`src/rtl/fpga_cfg_pkg.sv`:
```
// fpga_cfg_pkg: shared definitions for the fabric configuration loader.
//   - fabric geometry (logic tiles, switch boxes, bits per element) and the
//     derived shadow-chain length / payload byte count
//   - sync byte, error codes, loader state encoding
package fpga_cfg_pkg;

    localparam int NUM_TILES  = 9;
    localparam int TILE_BITS  = 33;
    localparam int NUM_SBOXES = 13;
    localparam int SBOX_BITS  = 16;

    localparam int CHAIN_LEN  = NUM_TILES * TILE_BITS + NUM_SBOXES * SBOX_BITS;
    localparam int NUM_BYTES  = (CHAIN_LEN + 7) / 8;
    // Bits of the final payload byte that actually reach the chain.
    localparam int LAST_BITS  = CHAIN_LEN - 8 * (NUM_BYTES - 1);
    localparam int BYTE_CNT_W = $clog2(NUM_BYTES + 1);

    localparam logic [7:0] SYNC_BYTE = 8'hA5;

    localparam logic [1:0] ERR_NONE     = 2'b00;
    localparam logic [1:0] ERR_SYNC     = 2'b01;
    localparam logic [1:0] ERR_CHECKSUM = 2'b10;

    typedef enum logic [2:0] {
        ST_IDLE,
        ST_SYNC,
        ST_LOAD,
        ST_CHECK,
        ST_DONE,
        ST_ERROR
    } state_t;

endpackage

```
`src/rtl/cfg_byte_serializer.sv`:
```
// cfg_byte_serializer: turns one byte into up to eight serial bits, LSB first.
// Ports:
//   clock, reset   - system clock, async active-high reset
//   load           - capture data/nbits (only issued while empty)
//   data           - byte to serialise
//   nbits          - number of bits to emit (1..8); the rest are dropped
//   empty          - no bits left; a new byte may be loaded
//   sbit           - current serial bit (valid while shift is high)
//   shift          - a bit is being presented this cycle
module cfg_byte_serializer (
    input  logic       clock,
    input  logic       reset,
    input  logic       load,
    input  logic [7:0] data,
    input  logic [3:0] nbits,
    output logic       empty,
    output logic       sbit,
    output logic       shift
);

    logic [7:0] shreg;
    logic [3:0] remaining;

    always_ff @(posedge clock or posedge reset) begin
        if (reset) begin
            shreg     <= 8'h00;
            remaining <= 4'd0;
        end else if (load) begin
            shreg     <= data;
            remaining <= nbits;
        end else if (remaining != 4'd0) begin
            shreg     <= {1'b0, shreg[7:1]};
            remaining <= remaining - 4'd1;
        end
    end

    assign empty = (remaining == 4'd0);
    assign shift = (remaining != 4'd0);
    assign sbit  = shreg[0];

endmodule

```
`src/rtl/fpga_config_loader.sv`:
```
// fpga_config_loader: receives a byte bitstream (sync byte, payload, XOR
// checksum), shifts the payload into the fabric shadow chain LSB first,
// and commits it to the live config registers when the checksum matches.
// Ports:
//   clock, reset            - system clock, async active-high reset
//   start                   - begin a load (honoured in IDLE/DONE/ERROR)
//   in_data/in_valid/in_ready - byte input; transfer when in_valid && in_ready
//   cfg_bit/cfg_shift       - serial data + shift enable to the shadow chain
//   cfg_commit              - one-cycle shadow-to-live copy pulse
//   busy/done/error         - status; err_code gives the error cause
//   fabric_en               - fabric enable, set the cycle after commit
// Handshake: a byte moves on any cycle with in_valid && in_ready; in_ready
// is a function of registered state only, never of in_valid.
module fpga_config_loader
    import fpga_cfg_pkg::*;
(
    input  logic       clock,
    input  logic       reset,
    input  logic       start,
    input  logic [7:0] in_data,
    input  logic       in_valid,
    output logic       in_ready,
    output logic       cfg_bit,
    output logic       cfg_shift,
    output logic       cfg_commit,
    output logic       busy,
    output logic       done,
    output logic       error,
    output logic [1:0] err_code,
    output logic       fabric_en
);

    state_t                  state, state_next;
    logic [BYTE_CNT_W-1:0]   byte_cnt;
    logic [7:0]              checksum;
    logic [1:0]              err_q;
    logic                    fen_q;
    logic                    commit_q;

    logic                    xfer;
    logic                    start_ok;
    logic                    last_sent;
    logic                    ser_load;
    logic                    ser_empty;
    logic [3:0]              ser_nbits;
    logic                    go_commit;
    logic                    go_err_sync;
    logic                    go_err_cks;

    assign xfer      = in_valid && in_ready;
    assign last_sent = (byte_cnt == BYTE_CNT_W'(NUM_BYTES));
    assign ser_load  = (state == ST_LOAD) && xfer;
    // The final byte carries only the chain's tail; its padding is not shifted.
    assign ser_nbits = (byte_cnt == BYTE_CNT_W'(NUM_BYTES - 1)) ? 4'(LAST_BITS) : 4'd8;

    cfg_byte_serializer u_ser (
        .clock (clock),
        .reset (reset),
        .load  (ser_load),
        .data  (in_data),
        .nbits (ser_nbits),
        .empty (ser_empty),
        .sbit  (cfg_bit),
        .shift (cfg_shift)
    );

    always_ff @(posedge clock or posedge reset) begin
        if (reset) begin
            state <= ST_IDLE;
        end else begin
            state <= state_next;
        end
    end

    always_comb begin
        state_next  = state;
        in_ready    = 1'b0;
        start_ok    = 1'b0;
        go_commit   = 1'b0;
        go_err_sync = 1'b0;
        go_err_cks  = 1'b0;
        case (state)
            ST_IDLE, ST_DONE, ST_ERROR: begin
                if (start) begin
                    start_ok   = 1'b1;
                    state_next = ST_SYNC;
                end
            end
            ST_SYNC: begin
                in_ready = 1'b1;
                if (xfer) begin
                    if (in_data == SYNC_BYTE) begin
                        state_next = ST_LOAD;
                    end else begin
                        go_err_sync = 1'b1;
                        state_next  = ST_ERROR;
                    end
                end
            end
            ST_LOAD: begin
                in_ready = ser_empty && !last_sent;
                if (last_sent && ser_empty) begin
                    state_next = ST_CHECK;
                end
            end
            ST_CHECK: begin
                in_ready = 1'b1;
                if (xfer) begin
                    if (in_data == checksum) begin
                        go_commit  = 1'b1;
                        state_next = ST_DONE;
                    end else begin
                        go_err_cks = 1'b1;
                        state_next = ST_ERROR;
                    end
                end
            end
            default: begin
                state_next = ST_IDLE;
            end
        endcase
    end

    always_ff @(posedge clock or posedge reset) begin
        if (reset) begin
            byte_cnt <= '0;
            checksum <= 8'h00;
            err_q    <= ERR_NONE;
            fen_q    <= 1'b0;
            commit_q <= 1'b0;
        end else begin
            // Commit is registered so it lands in the first DONE cycle.
            commit_q <= go_commit;
            if (start_ok) begin
                byte_cnt <= '0;
                checksum <= 8'h00;
                err_q    <= ERR_NONE;
                fen_q    <= 1'b0;
            end else begin
                if (ser_load) begin
                    byte_cnt <= BYTE_CNT_W'(byte_cnt + 1'b1);
                    checksum <= checksum ^ in_data;
                end
                if (go_err_sync) begin
                    err_q <= ERR_SYNC;
                end
                if (go_err_cks) begin
                    err_q <= ERR_CHECKSUM;
                end
                if (commit_q) begin
                    fen_q <= 1'b1;
                end
            end
        end
    end

    assign cfg_commit = commit_q;
    assign busy       = (state == ST_SYNC) || (state == ST_LOAD) || (state == ST_CHECK);
    assign done       = (state == ST_DONE);
    assign error      = (state == ST_ERROR);
    assign err_code   = err_q;
    assign fabric_en  = fen_q;

endmodule

```
`config.mk`:
```
export PLATFORM = sky130hd
export DESIGN_NAME = fpga_config_loader
export DESIGN_NICKNAME = d
export VERILOG_FILES = /design/src/rtl/fpga_cfg_pkg.sv /design/src/rtl/cfg_byte_serializer.sv /design/src/rtl/fpga_config_loader.sv
export SDC_FILE = /design/constraint.sdc
export NUM_CORES = 1
export LEC_CHECK = 0
export ABC_AREA = 1
export CAP_MARGIN = 20
export CORE_ASPECT_RATIO = 0.7
export CORE_MARGIN = 2
export CORE_UTILIZATION = 58
export CTS_CLUSTER_DIAMETER = 30
export DETAILED_ROUTE_END_ITERATION = 8
export PLACE_DENSITY = 0.89
export SETUP_SLACK_MARGIN = 0.02
export SYNTH_ARGS = -nofsm -noshare
export SYNTH_HDL_FRONTEND = slang
export SYNTH_SLANG_ARGS = --single-unit
```
`constraint.sdc`:
```
create_clock -name clock -period 2.85 [get_ports clock]
set_input_delay 0.57 -clock clock [delete_from_list [all_inputs] [get_ports clock]]
set_output_delay 0.57 -clock clock [all_outputs]
set_load 0.05 [all_outputs]
```
==> impl_results.md, run 1 <==
* DRT iter0 DRCs at ~170
* Clock network power share at 0.209
* GPL Wtd Cong at roughly 0.8
* CP delay by family, top: buffers and inverters
* First-pass iteration count of the detailed router at 4
* Inserted Clock Buffers at 5
* Resize count post-CTS at 0
* Placed Cells at a little under 300
* Core Region at 3170 sq um
* Slowest CP cell: clkdlybuf4s50_1
* H-tree levels at 2
* Yosys cell types at 27
* Setup crit end kind: primary output
* Initial Utilization at 0.614
* Vias in the first global route at about 1,400
* # rows at 17
* Final worst path period share at 0.864
* VDD IR max at 0.394 mV
* Stages on the worst setup path at 5
* Register area share after synthesis at 0.438
* Drt wl/cell at between 10 and 15 um
* Post-DP HPWL at about 3000 um
* Final Critical Period at approximately 2.5 ns
* IO buf count at 21
* Post-Syn Instances at 240
* Register clock-pin slew on the reported worst setup and hold paths at 0.07 ns
* Most common cell on crit path: inv_2
* Hold-fix buffers at CTS at 0
* CTS tree: done
* WP buf/inv at 3
* Post-route ant nets at 0
* Hold Fails Final Rpt at 0
* Mapped Area at around 1900 sq um
* Syn Nets at 255
* Slew Limit Headroom at 0.666
* Final setup TNS at 0 ns
* Final wirelength at 4050 um
* Final std cells w/o fill at around 300
* ANT cells at 0
* DRC at 0
* Pin count of the biggest net entering global routing at 35
* Leak at 1.07 nW
* Remaining Overflow, GRT at 0
* Worst Setup Start Kind: flip-flop
* Worst path required time at between 2 and 2.5 ns
* Max-Cap Viols at 0
* Min-Delay Path Class: flip-flop to flip-flop
* Clock Tree Root: clkbuf_8
* Critical Path Fanout Max at 5
* Arr. time, crit path at approximately 1.9 ns
* Ys Warns at 0
* Outcome: completed
* Switching Share at 0.432
* Die area at approximately 3800 sq um
* R2R depth at 12
* Initial antenna violation count at 0
* Seq cells post-synth at 34
* Pwr/cell area at about 730 nW/um^2
* Max Clock Freq at a little over 0.4 GHz
* Reg-to-reg slack, setup at 0.80 ns
* Ports at 22
* Slowest stage delay, CP at around 0.79 ns
* Comb power frac at 0.429
* Clk_lat worst skew at a little under 0.3 ns
* Fin nets at ~280
* Final worst setup slack at roughly 0.39 ns
* Global-route wire length before repair at between 6000 and 7000 um
* Critical R2R Launch: u_ser.remaining[0]
* RSZ-0062 raised after global routing: false
* Sequential share of power at 0.362
* Kind of critical path: flip-flop to primary output
* Crit path launch: state[0]
* Layout cells sized above 1 at 0.121
* Worst path cell trace: inv_2, nor2_4, inv_2, nand2_1, clkdlybuf4s50_1
* Syn avg cell area at about 8.1 sq um
* Reg-to-reg endpoint: byte_cnt[4]
* CTS max path bufs at 2
* Number of vias per cell at 5.52
* Post-CTS setup buffers at 0
* GRT Util Overall at 0.245
* Clk sinks at 34
* Synthesis-to-finish area growth at 15.5%
* Sw Pwr at ~710 uW
* Die Width at about 73 um
* Worst Setup EP: busy
* Measured slew at the worst slew-check pin at 0.499 ns
* Via count at around 1,700
* Dpl ws at just over 0.7 ns
* Final Max Tran Viols at 0
* Final setup vio count at 0
* Internal at slightly above 900 uW
* Die Y at 52.4 um
* Design Power at about 1.6 mW
* Worst clock skew at 0.00334 ns
-- power by group through the flow --
stage	registers [mW]	clock network, mW	logic, mW
2_1_floorplan	0.615	0	0.504
4_1_cts	0.596	0.348	0.707
5_1_grt	0.602	0.367	0.778
3_3_place_gp	0.600	0	0.684
6_report	0.595	0.344	0.705
3_5_place_dp	0.605	0	0.703
-- cell usage in the layout, fill, tap and decap left out, types with 3 or more instances in the layout --
master           synthesis  layout
o21ai_0                  7       7
ha_1                     3       3
dfrtp_1                 34      34
nand3_1                 30      30
nor2_1                  14      14
nand4_1                  4       4
clkbuf_8                 0       5
clkdlybuf4s50_1          0      20
buf_4                    1       4
xnor2_1                 12      12
a21oi_1                  5       5
o22ai_2                  8       8
inv_2                    3       3
nand2_1                 61      61
inv_1                   30      30
nor3_1                   8       8
nand2_2                  3       3
-- how the worst min path moves through the flow --
stage / start / to / slack [ns] / cells past startpoint
2_1_floorplan: u_ser.shreg[2] / u_ser.shreg[1] / 0.47 / 2
6_report: u_ser.shreg[6] / u_ser.shreg[5] / 0.49 / 2
3_5_place_dp: u_ser.shreg[6] / u_ser.shreg[5] / 0.48 / 2
3_3_place_gp: u_ser.shreg[5] / u_ser.shreg[4] / 0.48 / 2
5_1_grt: u_ser.shreg[6] / u_ser.shreg[5] / 0.51 / 2
4_1_cts: u_ser.shreg[2] / u_ser.shreg[1] / 0.49 / 2
-- layer usage --
metal,vias to the layer above,global-route usage,share of wire
met2,47,0.345,0.46
met1,792,0.360,0.47
met4,0,0.0833,0.013
met5,-,0,0
met3,7,0.0692,0.053
li1,821,-,-
-- cells in the mapped netlist --
cell / n / share of area
a21oi_1: 5 / 0.013
buf_1: 1 / 0.0019
buf_2: 2 / 0.0051
buf_4: 1 / 0.0039
buf_6: 3 / 0.017
dfrtp_1: 34 / 0.44
ha_1: 3 / 0.019
inv_1: 30 / 0.058
inv_2: 3 / 0.0058
inv_4: 1 / 0.0032
nand2_1: 61 / 0.12
nand2_2: 3 / 0.0097
nand2_4: 1 / 0.0058
nand3_1: 30 / 0.077
nand3_4: 1 / 0.0090
nand4_1: 4 / 0.013
nor2_1: 14 / 0.027
nor2_2: 1 / 0.0032
nor2_4: 1 / 0.0058
nor3_1: 8 / 0.021
nor3b_1: 1 / 0.0039
o21ai_0: 7 / 0.018
o21ai_1: 2 / 0.0051
o21ai_2: 2 / 0.0090
o22ai_2: 8 / 0.051
xnor2_1: 12 / 0.054
xor2_1: 1 / 0.0045
-- cell type report --
type / count / area, sq um
Timing Repair Buffer: 24 / 230
Tap cell: 38 / 47.5
Multi-Input combinational cell: 165 / 908
Clock buffer: 5 / 68.8
Clock inverter: 2 / 10.0
Fill cell: 251 / 923
Inverter: 34 / 130
Sequential cell: 34 / 851
-- worst reg2reg max path, stage by stage (launching register included) --
cell,delay [ns]
dfrtp_1,0.39
inv_1,0.10
ha_1,0.19
nand2_1,0.09
buf_4,0.18
nor2_2,0.10
nand2_2,0.08
nand2_4,0.09
nand3_4,0.13
nand2_2,0.31
inv_1,0.16
nand2_1,0.09
nand2_1,0.04
-- state kept, by name (all words and copies together) (netlist names) --
| register | cells |
|---|---|
| byte_cnt | 7 |
| cfg_commit | 1 |
| checksum | 8 |
| err_code | 2 |
| fabric_en | 1 |
| state | 3 |
| u_ser.remaining | 4 |
| u_ser.shreg | 8 |
-- kinds of logic (layout without fill, tap and decap cells) --
| family | count (synthesis) | in the layout | synth area share |
|---|---|---|---|
| and+or+nand+nor | 125 | 125 | 0.293 |
| DFF | 34 | 34 | 0.438 |
| xor gates and xnor gates | 13 | 13 | 0.0586 |
| adders and majority gates | 3 | 3 | 0.0193 |
| buffers and inverters | 41 | 65 | 0.0952 |
| AOI/OAI and AO/OA | 24 | 24 | 0.0965 |
-- metrics by stage --
step                      area, sq um  hold WS [ns]   util
after floorplan                  1940         0.466      -
after global placement           2170         0.478  0.684
after detailed placement         2170         0.482  0.684
after CTS                        2250         0.494  0.709
after global routing             2250         0.506  0.709
final                            2250         0.493  0.709
Note: power is estimated with default switching activity, not from simulation.
==> run 2, diff against run 1 <==
--- a/config.mk
+++ b/config.mk
@@ -10,6 +10,7 @@
 export CORE_ASPECT_RATIO = 0.7
 export CORE_MARGIN = 2
 export CORE_UTILIZATION = 58
+export CTS_BUF_LIST = sky130_fd_sc_hd__clkbuf_4
 export CTS_CLUSTER_DIAMETER = 30
 export DETAILED_ROUTE_END_ITERATION = 8
 export PLACE_DENSITY = 0.89
==> run 2 against run 1 <==
Net effect:
- first-iteration DRC count down 19%
- largest cell class unchanged
- total power down 5.6%
- sequential cell count unchanged
- via count down 0.42%
- sequential power about the same
- die area unchanged
==> impl_results.md, run 2 (synthesized netlist as in run 1, its figures left out) <==
* Commonest non-fill, non-tap cells in the layout: nand2_1, dfrtp_1, inv_1, nand3_1, clkdlybuf4s50_1 (unchanged)
* Reg-to-reg endpoint: byte_cnt[4] (unchanged)
* # rows at 17 (unchanged)
* Reg-to-reg slack, setup at 0.81 ns (was 0.80 ns)
* Most common cell after layout, fill and taps aside: nand2_1 (unchanged)
* H-tree levels at 2 (unchanged)
* Hold Path Sink: u_ser.shreg[5] (unchanged)
* Slew Limit Headroom at 0.666 (about the same)
* Hold Path Depth at 2 (unchanged)
* VDD IR max at 0.369 mV (was 0.394 mV)
* Drt wl/cell at 13.1 um (was 13.4 um)
* Ports at 22 (unchanged)
* Initial Utilization at 0.614 (unchanged)
* Worst path required time at 2.28 ns (about the same)
* Synthesis-to-finish area growth at 13.9% (was 15.5%)
* Post-DP HPWL at 3000 um (unchanged)
* Remaining Overflow, GRT at 0 (unchanged)
* Measured slew at the worst slew-check pin at 0.499 ns (about the same)
* Final Max Tran Viols at 0 (unchanged)
* Kind of critical path: flip-flop to primary output (unchanged)
* Number of vias per cell at 5.50 (was 5.52)
* Register clock-pin slew on the reported worst setup and hold paths at 0.11 ns (was 0.07 ns)
* Arr. time, crit path at 1.97 ns (was 1.89 ns)
* GPL Wtd Cong at 0.820 (unchanged)
* Resize count post-CTS at 0 (unchanged)
* Initial antenna violation count at 0 (unchanged)
* Leak at 1.05 nW (was 1.07 nW)
* Final worst path period share at 0.891 (was 0.864)
* Fin nets at 279 (unchanged)
* Vias in the first global route at 1,394 (was 1,404)
* Final instance area at 2210 sq um (was 2250 sq um)
* IO buf count at 21 (unchanged)
* DRT iter0 DRCs at 133 (was 165)
* Wl on met1 at 1890 um (was 1920 um)
* Die Width at 73.2 um (unchanged)
* Placed inst area at 2170 sq um (unchanged)
* Max-Cap Viols at 0 (unchanged)
* Min-Delay Path Class: flip-flop to flip-flop (unchanged)
* R2R depth at 12 (unchanged)
* Slowest CP cell: clkdlybuf4s50_1 (unchanged)
* Hold Fails Final Rpt at 0 (unchanged)
* Design Power at 1.55 mW (was 1.64 mW)
* Setup crit end kind: primary output (unchanged)
* Final setup TNS at 0 ns (unchanged)
* Hold Path Origin: u_ser.shreg[6] (unchanged)
* Slowest stage delay, CP at 0.79 ns (about the same)
* Pin count of the biggest net entering global routing at 35 (unchanged)
* Met3 WL post-DR at 218 um (was 216 um)
* Final setup vio count at 0 (unchanged)
* Post-CTS setup buffers at 0 (unchanged)
* Post-route ant nets at 0 (unchanged)
* Wire length on met2 at 1810 um (was 1860 um)
* RSZ-0062 raised after global routing: false (unchanged)
* Inserted Clock Buffers at 5 (unchanged)
* Worst Setup Start Kind: flip-flop (unchanged)
* Outcome: completed (unchanged)
* GRT Util Overall at 0.237 (was 0.245)
* Worst path cell trace: inv_2, nor2_4, inv_2, nand2_1, clkdlybuf4s50_1 (unchanged)
* CTS tree: done (unchanged)
* Layout cells sized above 1 at 0.121 (unchanged)
* Die area at 3840 sq um (unchanged)
* Clk sinks at 34 (unchanged)
* Final Critical Period at 2.54 ns (was 2.46 ns)
* Worst clock skew at 0.00835 ns (was 0.00334 ns)
* Via count at 1,660 (was 1,667)
* First-pass iteration count of the detailed router at 6 (was 4)
* Critical R2R Launch: u_ser.remaining[0] (unchanged)
* CTS max path bufs at 2 (unchanged)
* Clock Tree Root: clkbuf_4 (was clkbuf_8)
* Most common cell on crit path: inv_2 (unchanged)
* Global-route wire length before repair at 6800 um (was 6860 um)
* Pwr/cell area at 701 nW/um^2 (was 732 nW/um^2)
* Final wirelength at 3950 um (was 4050 um)
* Biggest regs: checksum (8), u_ser.shreg (8), byte_cnt (7) (unchanged)
* Die Y at 52.4 um (unchanged)
* Hold-fix buffers at CTS at 0 (unchanged)
* Clk_lat worst skew at 0.34 ns (was 0.29 ns)
* Max Clock Freq at 0.394 GHz (was 0.406 GHz)
* Highest routed layer: met4 (unchanged)
* Critical Path Fanout Max at 5 (unchanged)
* ANT cells at 0 (unchanged)
* Core Region at 3170 sq um (unchanged)
* DRC at 0 (unchanged)
run 2: cell counts in the layout (fill, tap and decap cells not counted):
Identical to the previous run, type by type.
run 2: area by class of cell:
type	count	area [sq um]
clock buffers	5	37.5
clock inverters	2	10.0
fillers	258	955
inverters	34	130
multi-input cells	165	908
flip-flops and latches	34	851
well taps	38	47.5
repair buffers	24	230
run 2: worst max-delay path by stage:
| stage | start | slack [ns] | cells past startpoint | to |
|---|---|---|---|---|
| finish | state[0] | 0.31 | 5 | busy |
| global route | state[2] | 0.26 | 4 | busy |
| CTS | state[0] | 0.33 | 5 | busy |
| detailed placement | state[2] | 0.71 | 4 | busy |
| global placement | state[2] | 0.73 | 4 | busy |
| floorplan | state[1] | 1.04 | 3 | done |
run 2: power by group:
group / total (mW) / internal [mW] / switching (mW) / leakage (nW)
clock network: 0.254 / 0.0887 / 0.165 / 0.0308
logic: 0.704 / 0.229 / 0.475 / 0.561
registers: 0.595 / 0.540 / 0.0540 / 0.463
total: 1.55 / 0.858 / 0.694 / 1.05
run 2: worst max-delay path, delay by kind of cell, from the launching register on:
kind          cells  cell delay (ns)
flops             1             0.45
buf+inv           3             0.97
simple gates      2             0.22
run 2: through the flow:
| stage | hold slack, ns | util | instances | worst slack (ns) |
|---|---|---|---|---|
| 2_1_floorplan | 0.466 | - | 240 | 1.04 |
| 3_3_place_gp | 0.478 | 0.684 | 295 | 0.735 |
| 3_5_place_dp | 0.482 | 0.684 | 295 | 0.712 |
| 4_1_cts | 0.498 | 0.699 | 302 | 0.329 |
| 5_1_grt | 0.513 | 0.699 | 302 | 0.257 |
| 6_report | 0.496 | 0.699 | 302 | 0.312 |
run 2: routing by layer:
metal  vias up  track usage
li1        816            -
met1       795        0.353
met2        45        0.342
met3         4       0.0577
met4         0       0.0648
met5         -            0
==> run 3, diff against run 2 <==
--- a/config.mk
+++ b/config.mk
@@ -5,7 +5,6 @@
 export SDC_FILE = /design/constraint.sdc
 export NUM_CORES = 1
 export LEC_CHECK = 0
-export ABC_AREA = 1
 export CAP_MARGIN = 20
 export CORE_ASPECT_RATIO = 0.7
 export CORE_MARGIN = 2
@@ -13,8 +12,9 @@
 export CTS_BUF_LIST = sky130_fd_sc_hd__clkbuf_4
 export CTS_CLUSTER_DIAMETER = 30
 export DETAILED_ROUTE_END_ITERATION = 8
-export PLACE_DENSITY = 0.89
+export PLACE_DENSITY = 0.9
 export SETUP_SLACK_MARGIN = 0.02
+export SLEW_MARGIN = 20
 export SYNTH_ARGS = -nofsm -noshare
 export SYNTH_HDL_FRONTEND = slang
 export SYNTH_SLANG_ARGS = --single-unit
==> run 3 against run 2 <==
Net effect:
- register-to-register slack got worse by 0.38 ns
- synthesized cell count down 28%
- clock power increased by 4%
- global-route usage is 1.6 points higher
- final cell count fell by 23%
- via count down 12%
- largest power group is now sequential cells
- largest cell class unchanged
- fmax down 3.7%
- sequential power shrank 8.2%
- routed wire length grew 2.9%
- hold slack improved by 0.0024 ns
- total power down 27%
==> impl_results.md, run 3 <==
* Setup crit end kind: primary output (unchanged)
* Post-CTS setup buffers at 0 (unchanged)
* Final wirelength at 4060 um (was 3950 um)
* Drt wl/cell at 17.5 um (was 13.1 um)
* Register area share after synthesis at 0.469 (was 0.438)
* Initial Utilization at 0.629 (was 0.614)
* Main synth FF type: dfrtp_1 (unchanged)
* Leak at 1.03 nW (was 1.05 nW)
* Design Power at 1.13 mW (was 1.55 mW)
* Final Max Tran Viols at 0 (unchanged)
* Worst Setup Start Kind: flip-flop (unchanged)
* Die area at 3600 sq um (was 3840 sq um)
* GPL Wtd Cong at 0.946 (was 0.820)
* Final worst path period share at 0.924 (was 0.891)
* Post-synth top cells: dfrtp_1, nor2_1, nand2_1 (was nand2_1, dfrtp_1, inv_1, nand3_1, nor2_1)
* Post-DP HPWL at 2980 um (was 3000 um)
* Clock Tree Root: clkbuf_4 (unchanged)
* Final setup vio count at 0 (unchanged)
* Ports at 22 (unchanged)
* Via count at 1,454 (was 1,660)
* Most common cell in the netlist: dfrtp_1 (was nand2_1)
* Pwr/cell area at 532 nW/um^2 (was 701 nW/um^2)
* Post-Syn Instances at 174 (was 240)
* Area contributors post-synth: dfrtp_1, mux2i_1, mux2_2, a221o_1, xor2_1 (was dfrtp_1, nand2_1, nand3_1, inv_1, xnor2_1)
* Reg-to-reg slack, setup at 0.43 ns (was 0.81 ns)
* Die Width at 70.8 um (was 73.2 um)
* Area of the multi-input gates at 902 sq um (was 908 sq um)
* Final Critical Period at 2.63 ns (was 2.54 ns)
* Hold-fix buffers at CTS at 0 (unchanged)
* Post-route ant nets at 0 (unchanged)
* Met1 usage at 0.335 (was 0.353)
* CTS max path bufs at 2 (unchanged)
* IO buf count at 21 (unchanged)
* H-tree levels at 2 (unchanged)
* Die Y at 50.8 um (was 52.4 um)
* Synthesis-to-finish area growth at 16.9% (was 13.9%)
* Syn Nets at 189 (was 255)
* Final setup TNS at 0 ns (unchanged)
* Initial antenna violation count at 0 (unchanged)
* Seq cells post-synth at 34 (unchanged)
* Mapped Area at 1810 sq um (was 1940 sq um)
* Syn avg cell area at 10.4 sq um (was 8.10 sq um)
* Yosys top cell area share at 0.469 (was 0.438)
* Slew Limit Headroom at 0.585 (was 0.666)
* VDD IR max at 0.360 mV (was 0.369 mV)
* Met3 usage in global routing at 0.0723 (was 0.0577)
* Measured slew at the worst slew-check pin at 0.620 ns (was 0.499 ns)
* Kind of critical path: flip-flop to primary output (unchanged)
* Yosys cell types at 40 (was 27)
* Hold Path Depth at 1 (was 2)
* Fin nets at 211 (was 279)
* Max Clock Freq at 0.380 GHz (was 0.394 GHz)
* Worst clock skew at 0.0111 ns (was 0.00835 ns)
* Worst path required time at 2.28 ns (about the same)
* Global routing's busiest layer: met2 (was met1)
* Critical Path Fanout Max at 4 (was 5)
* Vias in the first global route at 1,404 (was 1,394)
* Number of vias per cell at 6.27 (was 5.50)
* Hold Fails Final Rpt at 0 (unchanged)
* Fraction of registers with async set/reset at 1.00 (unchanged)
* Core Region at 2880 sq um (was 3170 sq um)
* ANT cells at 0 (unchanged)
* R2R depth at 6 (was 12)
* Commonest non-fill, non-tap cells in the layout: dfrtp_1, clkdlybuf4s50_1, nor2_1 (was nand2_1, dfrtp_1, inv_1, nand3_1, clkdlybuf4s50_1)
* GRT Util Overall at 0.253 (was 0.237)
* First-pass iteration count of the detailed router at 4 (was 6)
* Sequential cell area at 851 sq um (unchanged)
* Ys Warns at 0 (unchanged)
* RSZ-0062 raised after global routing: false (unchanged)
* Resize count post-CTS at 0 (unchanged)
* EDFF count, synth at 0 (unchanged)
* Pin count of the biggest net entering global routing at 35 (unchanged)
* Dominant cell type by area after synthesis: dfrtp_1 (unchanged)
* Outcome: completed (unchanged)
* Min-Delay Path Class: flip-flop to flip-flop (unchanged)
* # rows at 16 (was 17)
* DRT iter0 DRCs at 98 (was 133)
* Slowest CP cell: or3b_1 (was clkdlybuf4s50_1)
* Inserted Clock Buffers at 5 (unchanged)
* Slowest stage delay, CP at 0.46 ns (was 0.79 ns)
* DRC at 0 (unchanged)
* Global-route wire length before repair at 6810 um (was 6800 um)
* Remaining Overflow, GRT at 0 (unchanged)
* Layout cells sized above 1 at 0.128 (was 0.121)
* Max-Cap Viols at 0 (unchanged)
* Fillcell total at 213 (was 258)
* Clk_lat worst skew at 0.33 ns (was 0.34 ns)
* Worst hold slack at 0.498 ns (was 0.496 ns)
* Arr. time, crit path at 2.06 ns (was 1.97 ns)
* Most common cell after layout, fill and taps aside: dfrtp_1 (was nand2_1)
* Clk sinks at 34 (unchanged)
* Register clock-pin slew on the reported worst setup and hold paths at 0.10 ns (was 0.11 ns)
* Worst path cell trace: inv_1, ha_1, or3b_1, a211oi_2, nor2_1, nor2_4, buf_12 (was inv_2, nor2_4, inv_2, nand2_1, clkdlybuf4s50_1)
* CTS tree: done (unchanged)
* Met2 Usage GRT at 0.400 (was 0.342)
* Biggest regs: checksum (8), u_ser.shreg (8), byte_cnt (7) (unchanged)
-- run 3: changes by cell type after synthesis, sizes merged, moves of 9 or more --
cell | previous run | this run
inv | 34 | 8
mux2i | 0 | 9
nand2 | 65 | 10
nand3 | 31 | 6
xnor2 | 12 | 2
-- run 3: final cells by class --
type / instances / area share
clock buffer: 7 / 0.0248
multi-input combinational: 123 / 0.425
inverter: 8 / 0.0142
sequential: 34 / 0.401
timing repair buffer: 24 / 0.113
tap: 36 / 0.0212
-- run 3: cells by family (layout without fill, tap and decap cells) --
group / after synthesis / count (layout) / synth area share
flip-flops: 34 / 34 / 0.469
buffers and inverters: 17 / 39 / 0.0407
AND/OR/NAND/NOR: 63 / 63 / 0.191
adder cells (fa/ha/maj): 3 / 3 / 0.0207
multiplexers: 17 / 17 / 0.0993
XOR/XNOR: 10 / 10 / 0.0483
AO/OA/AOI/OAI: 30 / 30 / 0.131
-- run 3: metrics by stage --
stage | instances | setup slack (ns) | util | cell area, sq um
finish | 232 | 0.215 | 0.736 | 2120
global route | 232 | 0.0852 | 0.736 | 2120
CTS | 232 | 0.206 | 0.734 | 2120
detailed placement | 225 | 0.349 | 0.716 | 2060
global placement | 225 | 0.421 | 0.716 | 2060
floorplan | 174 | 0.112 | - | 1820
-- run 3: routing by layer --
layer / routed length, um / up-vias / share of wire
li1: - / 673 / -
met1: 1830 / 708 / 0.45
met2: 1890 / 56 / 0.47
met3: 218 / 17 / 0.054
met4: 116 / 0 / 0.029
met5: 0 / - / 0
-- run 3: path summary, 6_finish.rpt --
path | from | end
setup / recovery | u_ser.remaining[0] | in_ready
hold / removal | checksum[7] | checksum[7]
setup reg to reg | u_ser.remaining[0] | byte_cnt[4]
hold reg to reg | checksum[7] | checksum[7]
max in group asynchronous | reset | u_ser.shreg[7]
min in group asynchronous | reset | u_ser.remaining[3]
-- run 3: critical path: cells and delay by family, from the launching register on --
family | cells | cell delay [ns]
adders and majority gates | 1 | 0.20
AOI/OAI and AO/OA | 1 | 0.24
DFF | 1 | 0.41
buffers and inverters | 2 | 0.22
and+or+nand+nor | 3 | 0.66
-- run 3: power by group --
group	internal, mW	total, mW	leakage, nW	switching (mW)
registers	0.516	0.546	0.458	0.0299
logic	0.121	0.320	0.539	0.199
clock network	0.112	0.263	0.0322	0.151
total	0.749	1.13	1.03	0.380
